[src/rtl/alu_share_arbiter.sv]
// alu_share_arbiter: round-robin sharing of one RV32I ALU between the execute stage (req0) and the branch/address helper (req1).
// Latency: request accepted in cycle T, registered result visible in cycle T+1; one ALU operation per cycle in total.
// Backpressure: a requester is granted only while its response slot is empty or draining in the same cycle.
//
// Ports:
//   clk, rst_n                 clock, synchronous active-low reset
//   reqN_valid/ready           request handshake per requester (ready is the combinational grant)
//   reqN_op_a/op_b/ctrl        operands and ALU operation, sampled only in the grant cycle
//   rspN_valid/ready           response handshake per requester (single-entry slot)
//   rspN_result/zero           registered ALU result and zero flag
//   alu_op_a/op_b/ctrl         drive to the shared combinational ALU
//   alu_result/zero            combinational ALU outputs
module alu_share_arbiter #(
    parameter int DATA_W = 32,
    parameter int CTRL_W = 4
) (
    input  logic              clk,
    input  logic              rst_n,

    input  logic              req0_valid,
    output logic              req0_ready,
    input  logic [DATA_W-1:0] req0_op_a,
    input  logic [DATA_W-1:0] req0_op_b,
    input  logic [CTRL_W-1:0] req0_ctrl,

    input  logic              req1_valid,
    output logic              req1_ready,
    input  logic [DATA_W-1:0] req1_op_a,
    input  logic [DATA_W-1:0] req1_op_b,
    input  logic [CTRL_W-1:0] req1_ctrl,

    output logic              rsp0_valid,
    input  logic              rsp0_ready,
    output logic [DATA_W-1:0] rsp0_result,
    output logic              rsp0_zero,

    output logic              rsp1_valid,
    input  logic              rsp1_ready,
    output logic [DATA_W-1:0] rsp1_result,
    output logic              rsp1_zero,

    output logic [DATA_W-1:0] alu_op_a,
    output logic [DATA_W-1:0] alu_op_b,
    output logic [CTRL_W-1:0] alu_ctrl,
    input  logic [DATA_W-1:0] alu_result,
    input  logic              alu_zero
);

    // Idle ALU drive: ADD of zero operands keeps the ALU inputs quiet.
    localparam logic [CTRL_W-1:0] CTRL_ADD = '0;

    // prio = index of the requester that wins when both are eligible.
    logic prio;

    logic elig0;
    logic elig1;
    logic grant0;
    logic grant1;

    // Eligibility includes the "slot draining this cycle" case so that a
    // consumer taking its result lets the next op in without a bubble.
    // Everything is gated by rst_n so no handshake completes during reset.
    always_comb begin
        elig0  = 1'b0;
        elig1  = 1'b0;
        grant0 = 1'b0;
        grant1 = 1'b0;
        if (rst_n) begin
            elig0 = req0_valid && (!rsp0_valid || rsp0_ready);
            elig1 = req1_valid && (!rsp1_valid || rsp1_ready);
            if (elig0 && elig1) begin
                grant0 = !prio;
                grant1 = prio;
            end else begin
                grant0 = elig0;
                grant1 = elig1;
            end
        end
    end

    assign req0_ready = grant0;
    assign req1_ready = grant1;

    // ALU operand mux; ctrl is forwarded untouched, including unused encodings.
    always_comb begin
        alu_op_a = '0;
        alu_op_b = '0;
        alu_ctrl = CTRL_ADD;
        if (grant0) begin
            alu_op_a = req0_op_a;
            alu_op_b = req0_op_b;
            alu_ctrl = req0_ctrl;
        end else if (grant1) begin
            alu_op_a = req1_op_a;
            alu_op_b = req1_op_b;
            alu_ctrl = req1_ctrl;
        end
    end

    always_ff @(posedge clk) begin
        if (!rst_n) begin
            prio        <= 1'b0;
            rsp0_valid  <= 1'b0;
            rsp0_result <= '0;
            rsp0_zero   <= 1'b0;
            rsp1_valid  <= 1'b0;
            rsp1_result <= '0;
            rsp1_zero   <= 1'b0;
        end else begin
            // The loser of this cycle's grant gets priority next; with a
            // single grant the other side is favoured, which gives strict
            // alternation under contention.
            if (grant0 || grant1) begin
                prio <= grant0;
            end

            // A load wins over a same-cycle drain: the slot stays valid
            // with the fresh result (back-to-back, no bubble). A plain drain
            // only clears valid; the data is left as is.
            if (grant0) begin
                rsp0_valid  <= 1'b1;
                rsp0_result <= alu_result;
                rsp0_zero   <= alu_zero;
            end else if (rsp0_valid && rsp0_ready) begin
                rsp0_valid  <= 1'b0;
            end

            if (grant1) begin
                rsp1_valid  <= 1'b1;
                rsp1_result <= alu_result;
                rsp1_zero   <= alu_zero;
            end else if (rsp1_valid && rsp1_ready) begin
                rsp1_valid  <= 1'b0;
            end
        end
    end

endmodule
[config.mk]
export PLATFORM = sky130hd
export DESIGN_NAME = alu_share_arbiter
export DESIGN_NICKNAME = d
export VERILOG_FILES = /design/src/rtl/alu_share_arbiter.sv
export SDC_FILE = /design/constraint.sdc
export NUM_CORES = 1
export LEC_CHECK = 0
export BUFFER_PORTS_ARGS = -buffer_cell sky130_fd_sc_hd__buf_2
export CORE_AREA = 2 2 123 125
export CTS_BUF_LIST = sky130_fd_sc_hd__clkbuf_4 sky130_fd_sc_hd__clkbuf_8
export DETAILED_ROUTE_END_ITERATION = 12
export DIE_AREA = 0 0 125 127
export GPL_TIMING_DRIVEN = 0
export PLACE_DENSITY = 0.55
export SLEW_MARGIN = 10
export SYNTH_ARGS = -nofsm -noshare
export SYNTH_HDL_FRONTEND = slang
export SYNTH_SLANG_ARGS = --single-unit
[constraint.sdc]
create_clock -name clk -period 2 [get_ports clk]
set_clock_uncertainty 0.1 [all_clocks]
set_input_delay 0.1 -clock clk [delete_from_list [all_inputs] [get_ports clk]]
set_output_delay 0.1 -clock clk [all_outputs]
set_load 0.1 [all_outputs]
Word level (Yosys, flattened, before mapping)
Index checks and enable logic that the tools add are counted.
{"block": "op_classes", "add_sub_neg": 0, "mul": 0, "div_mod_pow": 0, "order_cmp": 0, "eq_ne": 0, "n_shift": 0, "n_mux": 14, "bitwise_logic": 0, "n_reduce_logical": 13}
{"op": "$mux 32", "count": 4}
{"op": "$mux 1", "count": 8}
{"op": "$mux 4", "count": 2}
{"op": "$logic_and 1x1->1", "count": 5}
{"op": "$reduce_bool 2->1", "count": 2}
{"op": "$logic_not 1->1", "count": 3}
{"op": "$logic_or 1x1->1", "count": 3}
{"block": "word_totals", "reg_bits": 69, "latchBits": 0, "ramBits": 0, "rom_bits": 0, "inputBits": 175, "out_inout_bits": 138, "word_cells": 34, "memories": 0}

Logic depth before layout (Yosys ltp)
Gate-level depths: netlist of run 1.
{"block": "depth", "ltp_word": 8, "mapped_depth": 6, "mapped_depth_nobuf": 3}

Worst setup path after synthesis of run 1
Ideal clock, no wire load.
{"block": "synth_path", "path_kind": "reg-to-output", "startpoint": "register rsp1_valid", "endpoint": "output port alu_op_b[1]", "t_arrival_ps": 3328, "setup_slack_ps": -1528, "path_stages_with_launch": 7, "n_path_buf": 3, "path_cell_list": "dfxtp_1 nand2b_4 a311o_1 clkbuf_1 buf_6 buf_6 o22ai_1"}
{"block": "synth_between", "elab_chain_len": 8, "elab_cells_between_ends": 10, "classes_between": "mux: 6; reduce/logical: 4"}
{"item": "start: declaration", "line_no": "37", "rtl": "output logic rsp1_valid,"}
{"item": "start signal: assignment", "line_no": "106", "rtl": "rsp1_valid <= 1'b0;"}
{"item": "start signal: assignment", "line_no": "129", "rtl": "rsp1_valid <= 1'b1;"}
{"item": "start signal: assignment", "line_no": "133", "rtl": "rsp1_valid <= 1'b0;"}
{"item": "$logic_not 1->1 (*)", "line_no": "70", "rtl": "elig1 = req1_valid && (!rsp1_valid || rsp1_ready);"}
{"item": "$logic_or 1x1->1 (*)", "line_no": "70"}
{"item": "$logic_and 1x1->1 (*)", "line_no": "70"}
{"item": "$logic_and 1x1->1", "line_no": "71", "rtl": "if (elig0 && elig1) begin"}
{"item": "$mux 1", "line_no": "71"}
{"item": "$mux 1", "line_no": "68", "rtl": "if (rst_n) begin"}
{"item": "$mux 32", "line_no": "93", "rtl": "end else if (grant1) begin"}
{"item": "$mux 32 (*)", "line_no": "89", "rtl": "if (grant0) begin"}
{"item": "end: declaration", "line_no": "43", "rtl": "output logic [DATA_W-1:0] alu_op_b,"}
Every way passes the cells marked *; elsewhere a longest branch is shown, timed or not.

Worst setup path in the final report of run 1
{"block": "layout_path", "startpoint": "register rsp1_valid", "endpoint": "output port alu_op_a[17]"}
{"block": "layout_between", "elab_chain_len": 8, "elab_cells_between_ends": 10, "classes_between": "mux: 6; reduce/logical: 4"}
{"item": "$logic_not 1->1 (*)", "line_no": "70"}
{"item": "$logic_or 1x1->1 (*)", "line_no": "70"}
{"item": "$logic_and 1x1->1 (*)", "line_no": "70"}
{"item": "$logic_and 1x1->1", "line_no": "71"}
{"item": "$mux 1", "line_no": "71"}
{"item": "$mux 1", "line_no": "68"}
{"item": "$mux 32", "line_no": "93"}
{"item": "$mux 32 (*)", "line_no": "89"}
{"item": "end: declaration", "line_no": "42", "rtl": "output logic [DATA_W-1:0] alu_op_a,"}
Marked as above.

==> results.sh, run 1 <==
export IMPL_die_area_um2=15900
export IMPL_place_area_um2=6530
export IMPL_ys_seq_area_share_pct=36.6
export IMPL_drive_gt1_share_pct=49.7
export IMPL_period_minus_slack_ps=2070
export IMPL_vias=4984
export IMPL_drv_slew=0
export IMPL_cts_tree="done"
export IMPL_port_buffer_count=311
export IMPL_hpwl_um=13300
export IMPL_final_area_um2=8350
export IMPL_gr_total_overflow=0
export IMPL_synth_cell_types=21
export IMPL_synth_most_common_cell="nand2_1"
export IMPL_power_per_cell_area_nw_per_um2=715
export IMPL_post_place_ws_ps=-231
export IMPL_drv_cap=0
export IMPL_firstDrtPassIters=4
export IMPL_path_class="register to output pin"
export IMPL_drt_initial_drc_count=128
export IMPL_syn_to_final_growth_pct=121
export IMPL_final_period_utilization_pct=103
export IMPL_crit_fanout=10
export IMPL_wl_per_cell_um=16.4
export IMPL_cts_root_buf="clkbuf_8"
export IMPL_synth_top_area_share_pct=36.6
export IMPL_synthTopCellsByCount="nand2_1, dfxtp_1, mux2i_1"
export IMPL_critPathArrivalTime_ps=1870
export IMPL_avgSynthCellArea_um2=7.49
export IMPL_netlist_area_um2=3770
export IMPL_setup_slack_ps=-66.4
export IMPL_rsz0062_at_grt="true"
export IMPL_setup_violations=68
export IMPL_r2r_cells=8
export IMPL_hold_viol=0
export IMPL_synthFlopType="dfxtp_1"
export IMPL_nNetsFinal=1043
export IMPL_worst_ir_drop_vdd_mv=0.567
export IMPL_ant_nets=0
export IMPL_violations="negative setup slack"
export IMPL_power_leakage_nw=3.83
export IMPL_ys_seq_elements=69
export IMPL_synth_edf_count=0
export IMPL_chipWidth_um=125
export IMPL_antenna_found_initial=1
export IMPL_gp_congestion=0.813
export IMPL_clock_path_buffers=2
export IMPL_grt_usage_pct=20.9
export IMPL_coreArea_um2=14400
export IMPL_grt_pass1_wl_um=27000
export IMPL_holdPathStages=4
export IMPL_whs_ps=53.6
export IMPL_max_freq_mhz=484
export IMPL_relSlewSlack_pct=56.5
export IMPL_yosys_area_top_type="dfxtp_1"
export IMPL_post_route_util_pct=57.9
export IMPL_path_clk_slew_ps=70
export IMPL_power_mw=5.97
export IMPL_critPathRequiredTime_ps=1800
export IMPL_cts_buffers_inserted=9
export IMPL_std_cell_rows=44
export IMPL_synth_nets=678
export IMPL_hp_class="primary input to register"
export IMPL_finalWirelength_um=17400
export IMPL_tightest_slew_ps=653
export IMPL_worstSetupStartpointType="register"
export IMPL_pin_count=313
export IMPL_ys_top_cells_by_area="dfxtp_1, nand2_1, mux2i_1, o22ai_1, clkbuf_1"
export IMPL_htreeDepth=3
export IMPL_die_h_um=127
export IMPL_grt_pass1_vias=5212
export IMPL_syn_inst=503
export IMPL_grt_max_degree=12
export IMPL_clock_latency_ps=340
export IMPL_yosys_warnings=0
export IMPL_initial_core_util_pct=26.1
export IMPL_end_kind="output pin"
export IMPL_status="complete, but fails checks"
export IMPL_drc_errors=0
export IMPL_clock_sinks=69
export IMPL_synthArstFlopShare_pct=0
export IMPL_routed_via_density=4.71
==> metrics by stage <==
| step | TNS, ps | std cells |
|---|---|---|
| 2_1_floorplan | -7410 | 503 |
| 3_3_place_gp | -4900 | 998 |
| 3_5_place_dp | -5540 | 998 |
| 4_1_cts | -4140 | 1051 |
| 5_1_grt | -6610 | 1057 |
| 6_report | -2180 | 1058 |
==> state kept, by name (all words and copies together), names as in the netlist <==
signal / cells
rsp1_valid: 1
prio: 1
rsp0_zero: 1
rsp1_zero: 1
rsp1_result: 32
rsp0_result: 32
rsp0_valid: 1
==> where the power goes <==
group | leakage, nW | switching [mW] | internal (mW)
Combinational | 3.16 | 2.25 | 1.06
Sequential | 0.569 | 0.0511 | 1.47
Clock | 0.101 | 0.503 | 0.632
Total | 3.83 | 2.81 | 3.16
==> cell families (layout without fill, tap and decap cells) <==
logic type / Yosys count / after routing / share of synthesized area, %
AND/OR/NAND/NOR: 242 / 242 / 24.6
AO/OA/AOI/OAI: 75 / 75 / 13.8
flip-flops: 69 / 69 / 36.6
multiplexers: 66 / 66 / 17.5
buffers and inverters: 51 / 420 / 7.47
other: 0 / 2 / 0
==> critical path: stages (launching register included) <==
cell,delay (ps)
dfxtp_4,360
nand2b_4,60
a311o_2,400
buf_12,170
buf_8,170
o22ai_4,150
buf_12,200
==> cell usage in the layout (no fill, tap or decap), types with 2 or more instances in the layout <==
cell type | Yosys | routed
o22ai_4 | 0 | 68
clkinv_2 | 0 | 2
buf_8 | 0 | 4
buf_4 | 5 | 11
dfxtp_1 | 69 | 67
clkbuf_16 | 0 | 2
nor2_4 | 0 | 2
dlygate4sd3_1 | 0 | 36
nand2_1 | 235 | 235
diode_2 | 0 | 2
mux2i_1 | 66 | 66
buf_2 | 9 | 242
buf_6 | 8 | 2
nand2b_4 | 1 | 2
clkbuf_8 | 0 | 11
inv_1 | 2 | 2
dfxtp_4 | 0 | 2
buf_12 | 0 | 80
clkbuf_1 | 27 | 26
==> metal layers <==
| metal | vias to the layer above | GRT usage [%] | share of wire [%] |
|---|---|---|---|
| li1 | 2431 | - | - |
| met1 | 2348 | 23.6 | 37 |
| met2 | 191 | 39.7 | 55 |
| met3 | 14 | 4.82 | 6.5 |
| met4 | 0 | 5.42 | 1.2 |
| met5 | - | 0 | 0 |
==> final timing paths <==
check | start | endpoint | slack (ps)
max reg2reg | prio | rsp1_result[28] | 150
max | rsp1_valid | alu_op_a[17] | -70
min reg2reg | rsp0_result[14] | rsp0_result[14] | 360
min | req0_valid | prio | 50
==> area by class of cell <==
type                       instances  area, um2
sequential                        69       1390
fill                            1232       6080
antenna                            2       5.00
buffer                            48        419
clock buffer                      11        151
multi-input combinational        383       3030
tap                              184        230
inverter                           2       7.51
clock inverter                     4       47.5
timing repair buffer             355       3070
==> what timing repair did <==
action	CTS	global route
endpoints found under the setup margin	70	70
endpoints found under the hold margin	68	0
gates cloned	0	3
pin swaps	1	1
setup buffers	3	2
resized for setup	251	58
hold buffers	36	0
No activity file was read; power rests on OpenSTA's default activity.
==> run 2, diff against run 1 <==
==> constraint.sdc (replaced) <==
create_clock -name clk -period 2 [get_ports clk]
set_clock_uncertainty 0.1 [all_clocks]
set_input_delay 0.1 -clock clk [delete_from_list [all_inputs] [get_ports clk]]
set_output_delay 0.1 -clock clk [all_outputs]
set_load 0.02 [all_outputs]
==> results.sh, run 2 (synthesized netlist as in run 1, its figures left out) <==
export IMPL_critical_path_top_delay_family="buffers and inverters"
export IMPL_antenna_cells=0
export IMPL_rr_endpoint="rsp1_result[26]"
export IMPL_firstDrtPassIters=4
export IMPL_port_buffer_count=311
export IMPL_routed_via_density=4.76
export IMPL_crit_fanout=10
export IMPL_path_class="register to output pin"
export IMPL_reg_top3="rsp0_result x32, rsp1_result x32"
export IMPL_antenna_found_initial=0
export IMPL_cpMostUsedCell="buf_12"
export IMPL_grt_pass1_wl_um=25800
export IMPL_critPathRequiredTime_ps=1800
export IMPL_r2r_slack_ps=240
export IMPL_clock_path_buffers=2
export IMPL_vias=5050
export IMPL_post_route_util_pct=52.1
export IMPL_gr_total_overflow=0
export IMPL_holdPathStages=3
export IMPL_p_seq_share_pct=33.0
export IMPL_whs_ps=42.4
export IMPL_clkPwrFrac_pct=28.0
export IMPL_reg2reg_from="prio"
export IMPL_critPathArrivalTime_ps=1800
export IMPL_gp_congestion=0.896
export IMPL_final_area_um2=7520
export IMPL_final_cell_mix="buf_2, nand2_1, mux2i_1, dfxtp_1, buf_6"
export IMPL_n_fill_cell=1379
export IMPL_end_kind="output pin"
export IMPL_place_area_um2=5560
export IMPL_drv_slew=0
export IMPL_crit_path_max_incr_delay_ps=330
export IMPL_coreArea_um2=14400
export IMPL_wl_per_cell_um=16.9
export IMPL_cts_buffers_inserted=9
export IMPL_grt_pass1_vias=4851
export IMPL_p_sw_share_pct=34.5
export IMPL_hpwl_um=12100
export IMPL_finalWirelength_um=18000
export IMPL_drive_gt1_share_pct=49.5
export IMPL_setup_violations=0
export IMPL_die_h_um=127
export IMPL_path_clk_slew_ps=80
export IMPL_htreeDepth=3
export IMPL_fin_tns_setup_ps=0
export IMPL_final_common_cell="buf_2"
export IMPL_initial_core_util_pct=26.1
export IMPL_drt_initial_drc_count=157
export IMPL_clock_latency_ps=330
export IMPL_tightest_slew_ps=619
export IMPL_pin_count=313
export IMPL_min_from="req1_valid"
export IMPL_die_area_um2=15900
export IMPL_p_int_mw=3.02
export IMPL_final_cells=1062
export IMPL_power_frac_comb_pct=39.0
export IMPL_power_leakage_nw=3.71
export IMPL_ant_nets=0
export IMPL_worst_path_buf_inv=4
export IMPL_r2r_cells=6
export IMPL_clock_sinks=69
export IMPL_chipWidth_um=125
export IMPL_worstSetupStartpointType="register"
export IMPL_drc_errors=0
export IMPL_power_switching_mw=1.59
export IMPL_status="completed"
export IMPL_rsz0062_at_grt="true"
export IMPL_hp_class="primary input to register"
export IMPL_std_cell_rows=44
export IMPL_grt_usage_pct=20.0
export IMPL_cts_root_buf="clkbuf_8"
export IMPL_power_per_cell_area_nw_per_um2=613
export IMPL_grt_max_degree=14
export IMPL_min_to="prio"
export IMPL_syn_to_final_growth_pct=99.5
export IMPL_max_freq_mhz=500
export IMPL_dp_cells=998
export IMPL_nNetsFinal=1048
export IMPL_worst_ir_drop_vdd_mv=0.349
export IMPL_path_cells="nor2b_4 -> o211ai_1 -> buf_4 -> buf_12 -> buf_12 -> o22ai_2 -> buf_6"
export IMPL_hold_viol=0
export IMPL_drv_cap=0
export IMPL_cts_tree="done"
export IMPL_relSlewSlack_pct=58.7
export IMPL_slowest_stage="dfxtp_2"
export IMPL_final_period_utilization_pct=99.9
export IMPL_period_minus_slack_ps=2000
## run 2: changes by cell type in the layout (fill, tap and decap cells not counted), sizes merged
cell	delta
buf	+3
diode	-2
bufinv	+1
clkinv	+1
inv	+1
## run 2: cell type report
cell class                      count  area (um2)  share of cell area [%]
Multi-Input combinational cell    383        2740                    36.4
Clock buffer                        9         124                    1.65
Inverter                            2        7.51                  0.0998
Clock inverter                      7        98.8                    1.31
Tap cell                          184         230                    3.06
Buffer                             48         444                    5.91
Sequential cell                    69        1390                    18.4
Timing Repair Buffer              360        2490                    33.2
## run 2: layer usage
layer / GRT usage, % / part of all wire (%) / up-vias / wire length, um
met5: 0 / 0 / - / 0
met4: 5.82 / 2.4 / 0 / 436
met3: 4.61 / 6.8 / 36 / 1230
met2: 35.6 / 51 / 226 / 9160
met1: 24.2 / 40 / 2345 / 7170
li1: - / - / 2443 / -
## run 2: worst register-to-register path: stages (launching register included)
cell      delay [ps]
dfxtp_2          330
nand2b_4         140
o211ai_1         210
buf_2            270
buf_4            180
buf_4            240
mux2i_1          230
## run 2: worst max-delay path by stage
| stage | slack, ps | cells after the start | to | startpoint |
|---|---|---|---|---|
| floorplan | 150 | 6 | alu_op_b[1] | rsp1_valid |
| global placement | 50 | 7 | alu_op_b[5] | rsp0_valid |
| detailed placement | 60 | 7 | alu_op_b[5] | rsp1_valid |
| CTS | -30 | 6 | alu_op_b[30] | rsp0_valid |
| global route | -80 | 7 | alu_op_a[19] | rsp0_valid |
| finish | 2 | 7 | alu_op_b[30] | rsp0_valid |
## run 2: what timing repair did
item | in CTS | in global routing
setup buffers | 5 | 3
endpoints found under the hold margin | 68 | 0
setup endpoints to repair | 70 | 70
resized for setup | 184 | 94
pin swaps | 2 | 7
cloned | 0 | 5
hold buffers | 36 | 0
## run 2: power groups by stage
stage	Clock [mW]	Sequential, mW	Combinational [mW]
floorplan	0	1.67	0.621
global placement	0	1.55	1.24
detailed placement	0	1.55	1.24
CTS	1.34	1.52	1.56
global route	1.39	1.54	1.90
finish	1.29	1.52	1.80
## run 2: stage by stage
| step | power (mW) | setup slack (ps) |
|---|---|---|
| final | 4.61 | 1.57 |
| after global routing | 4.83 | -83.8 |
| after CTS | 4.42 | -28.0 |
| after detailed placement | 2.79 | 62.3 |
| after global placement | 2.79 | 47.0 |
| after floorplan | 2.29 | 147 |
==> run 3, diff against run 2 <==
--- a/config.mk
+++ b/config.mk
@@ -12,6 +12,7 @@
 export DIE_AREA = 0 0 125 127
 export GPL_TIMING_DRIVEN = 0
 export PLACE_DENSITY = 0.55
+export REMOVE_ABC_BUFFERS = 1
 export SLEW_MARGIN = 10
 export SYNTH_ARGS = -nofsm -noshare
 export SYNTH_HDL_FRONTEND = slang
==> results.sh, run 3 (synthesized netlist as in run 1, its figures left out) <==
export IMPL_chipWidth_um=125
export IMPL_hold_viol=0
export IMPL_setup_violations=43
export IMPL_initial_core_util_pct=26.1
export IMPL_clkPwrFrac_pct=28.1
export IMPL_grt_pass1_wl_um=24400
export IMPL_finalWirelength_um=16400
export IMPL_cts_tree="done"
export IMPL_gr_total_overflow=0
export IMPL_rsz0062_at_grt="true"
export IMPL_power_leakage_nw=3.73
export IMPL_routed_via_density=4.65
export IMPL_hp_class="primary input to register"
export IMPL_die_area_um2=15900
export IMPL_final_period_utilization_pct=107
export IMPL_min_from="req1_valid"
export IMPL_reg2reg_from="prio"
export IMPL_port_buffer_count=312
export IMPL_crit_fanout=7
export IMPL_whs_ps=61.5
export IMPL_firstDrtPassIters=4
export IMPL_critPathRequiredTime_ps=1800
export IMPL_p_seq_share_pct=33.4
export IMPL_fin_tns_setup_ps=-3750
export IMPL_worstSetupStartpointType="register"
export IMPL_reg_top3="rsp0_result x32, rsp1_result x32"
export IMPL_violations="negative setup slack"
export IMPL_slowest_stage="dfxtp_2"
export IMPL_busiest_layer="met2"
export IMPL_drive_gt1_share_pct=50.5
export IMPL_grt_use_met1_pct=21.6
export IMPL_setup_slack_ps=-143
export IMPL_coreArea_um2=14400
export IMPL_grt_usage_pct=19.0
export IMPL_post_place_ws_ps=-398
export IMPL_clock_latency_ps=350
export IMPL_r2r_cells=8
export IMPL_cts_buffers_inserted=9
export IMPL_die_h_um=127
export IMPL_tightest_slew_ps=648
export IMPL_drc_errors=0
export IMPL_clock_path_buffers=2
export IMPL_p_sw_share_pct=33.0
export IMPL_grt_max_degree=125
export IMPL_met3_usage_pct=3.85
export IMPL_place_area_um2=5490
export IMPL_dp_cells=967
export IMPL_gp_congestion=0.784
export IMPL_cts_root_buf="clkbuf_8"
export IMPL_antenna_found_initial=4
export IMPL_hpwl_um=10700
export IMPL_p_int_mw=3.05
export IMPL_path_class="register to output pin"
export IMPL_relSlewSlack_pct=56.8
export IMPL_power_frac_comb_pct=38.5
export IMPL_holdPathStages=3
export IMPL_n_fill_cell=1348
export IMPL_end_kind="output pin"
export IMPL_drv_slew=0
export IMPL_final_area_um2=7400
export IMPL_ant_nets=0
export IMPL_vias=4868
export IMPL_wl_per_cell_um=15.7
export IMPL_final_cell_mix="buf_2, nand2_1, dfxtp_1"
export IMPL_drt_initial_drc_count=245
export IMPL_drv_cap=0
export IMPL_clock_sinks=69
export IMPL_use_met2_pct=34.8
export IMPL_status="complete, but fails checks"
export IMPL_final_cells=1048
export IMPL_max_freq_mhz=467
export IMPL_period_minus_slack_ps=2140
export IMPL_power_per_cell_area_nw_per_um2=616
export IMPL_grt_pass1_vias=4719
export IMPL_pin_count=313
export IMPL_worst_ir_drop_vdd_mv=0.429
export IMPL_path_cells="nor2b_4 -> o211ai_1 -> buf_4 -> buf_8 -> buf_8 -> buf_12 -> buf_12 -> o22ai_2 -> buf_6"
export IMPL_power_switching_mw=1.50
export IMPL_nNetsFinal=1030
export IMPL_final_common_cell="buf_2"
export IMPL_syn_to_final_growth_pct=96.2
export IMPL_worstSetupStartpoint="rsp0_valid"
export IMPL_path_clk_slew_ps=70
export IMPL_std_cell_rows=44
export IMPL_crit_path_max_incr_delay_ps=330
export IMPL_htreeDepth=3
export IMPL_critPathArrivalTime_ps=1940
==> run 3: cell count changes in the layout (fill, tap and decap cells not counted), sizes merged <==
cell,previous run,this run
clkbuf,39,10
inv,3,2
diode,0,4
bufbuf,0,2
buf,342,352
==> run 3: power by group through the flow <==
stage | sequential (mW) | combinational (mW) | clock [mW]
2_1_floorplan | 1.67 | 0.558 | 0
3_3_place_gp | 1.55 | 1.25 | 0
3_5_place_dp | 1.55 | 1.21 | 0
4_1_cts | 1.52 | 1.63 | 1.33
5_1_grt | 1.53 | 1.86 | 1.39
6_report | 1.52 | 1.75 | 1.28
==> run 3: metal layers <==
metal  wire [um]  vias up  share of wire [%]
li1            -     2397                  -
met5           0        -                  0
met3        1110       32                6.8
met2        8590      215                 52
met1        6210     2224                 38
met4         497        0                3.0
==> run 3: cell type report <==
type / count / area (um2) / area share [%]
repair buffers: 390 / 2910 / 39.3
multi-input cells: 383 / 2630 / 35.6
flip-flops and latches: 69 / 1380 / 18.7
well taps: 184 / 230 / 3.11
clock buffers: 10 / 138 / 1.86
clock inverters: 6 / 86.3 / 1.17
diodes: 4 / 10.0 / 0.135
inverters: 2 / 7.51 / 0.102
==> run 3: final timing paths <==
| kind | end | slack [ps] |
|---|---|---|
| hold / removal | prio | 60 |
| setup reg to reg | rsp1_result[3] | 190 |
| hold reg to reg | rsp1_result[29] | 360 |
| setup / recovery | alu_op_b[13] | -140 |
==> run 3: timing repair <==
action                                 4_1_cts  5_1_grt
hold buffers                                36        0
pin swaps                                   18        7
resized for setup                          163       58
setup endpoints to repair                   89       72
cloned                                       7        0
endpoints found under the hold margin       68        0
setup buffers                               18        4
==> run 3: per-stage QoR <==
stage,power (mW),util (%)
after global routing,4.78,51.3
after floorplan,2.23,-
after detailed placement,2.76,38.0
after CTS,4.48,49.0
final,4.55,51.3
after global placement,2.80,36.7
==> run 3: critical path, delay by kind of cell (launching register included) <==
kind / cells / cell delay (ps)
buffers and inverters: 6 / 810
AOI/OAI and AO/OA: 2 / 290
DFF: 1 / 330
and+or+nand+nor: 1 / 160
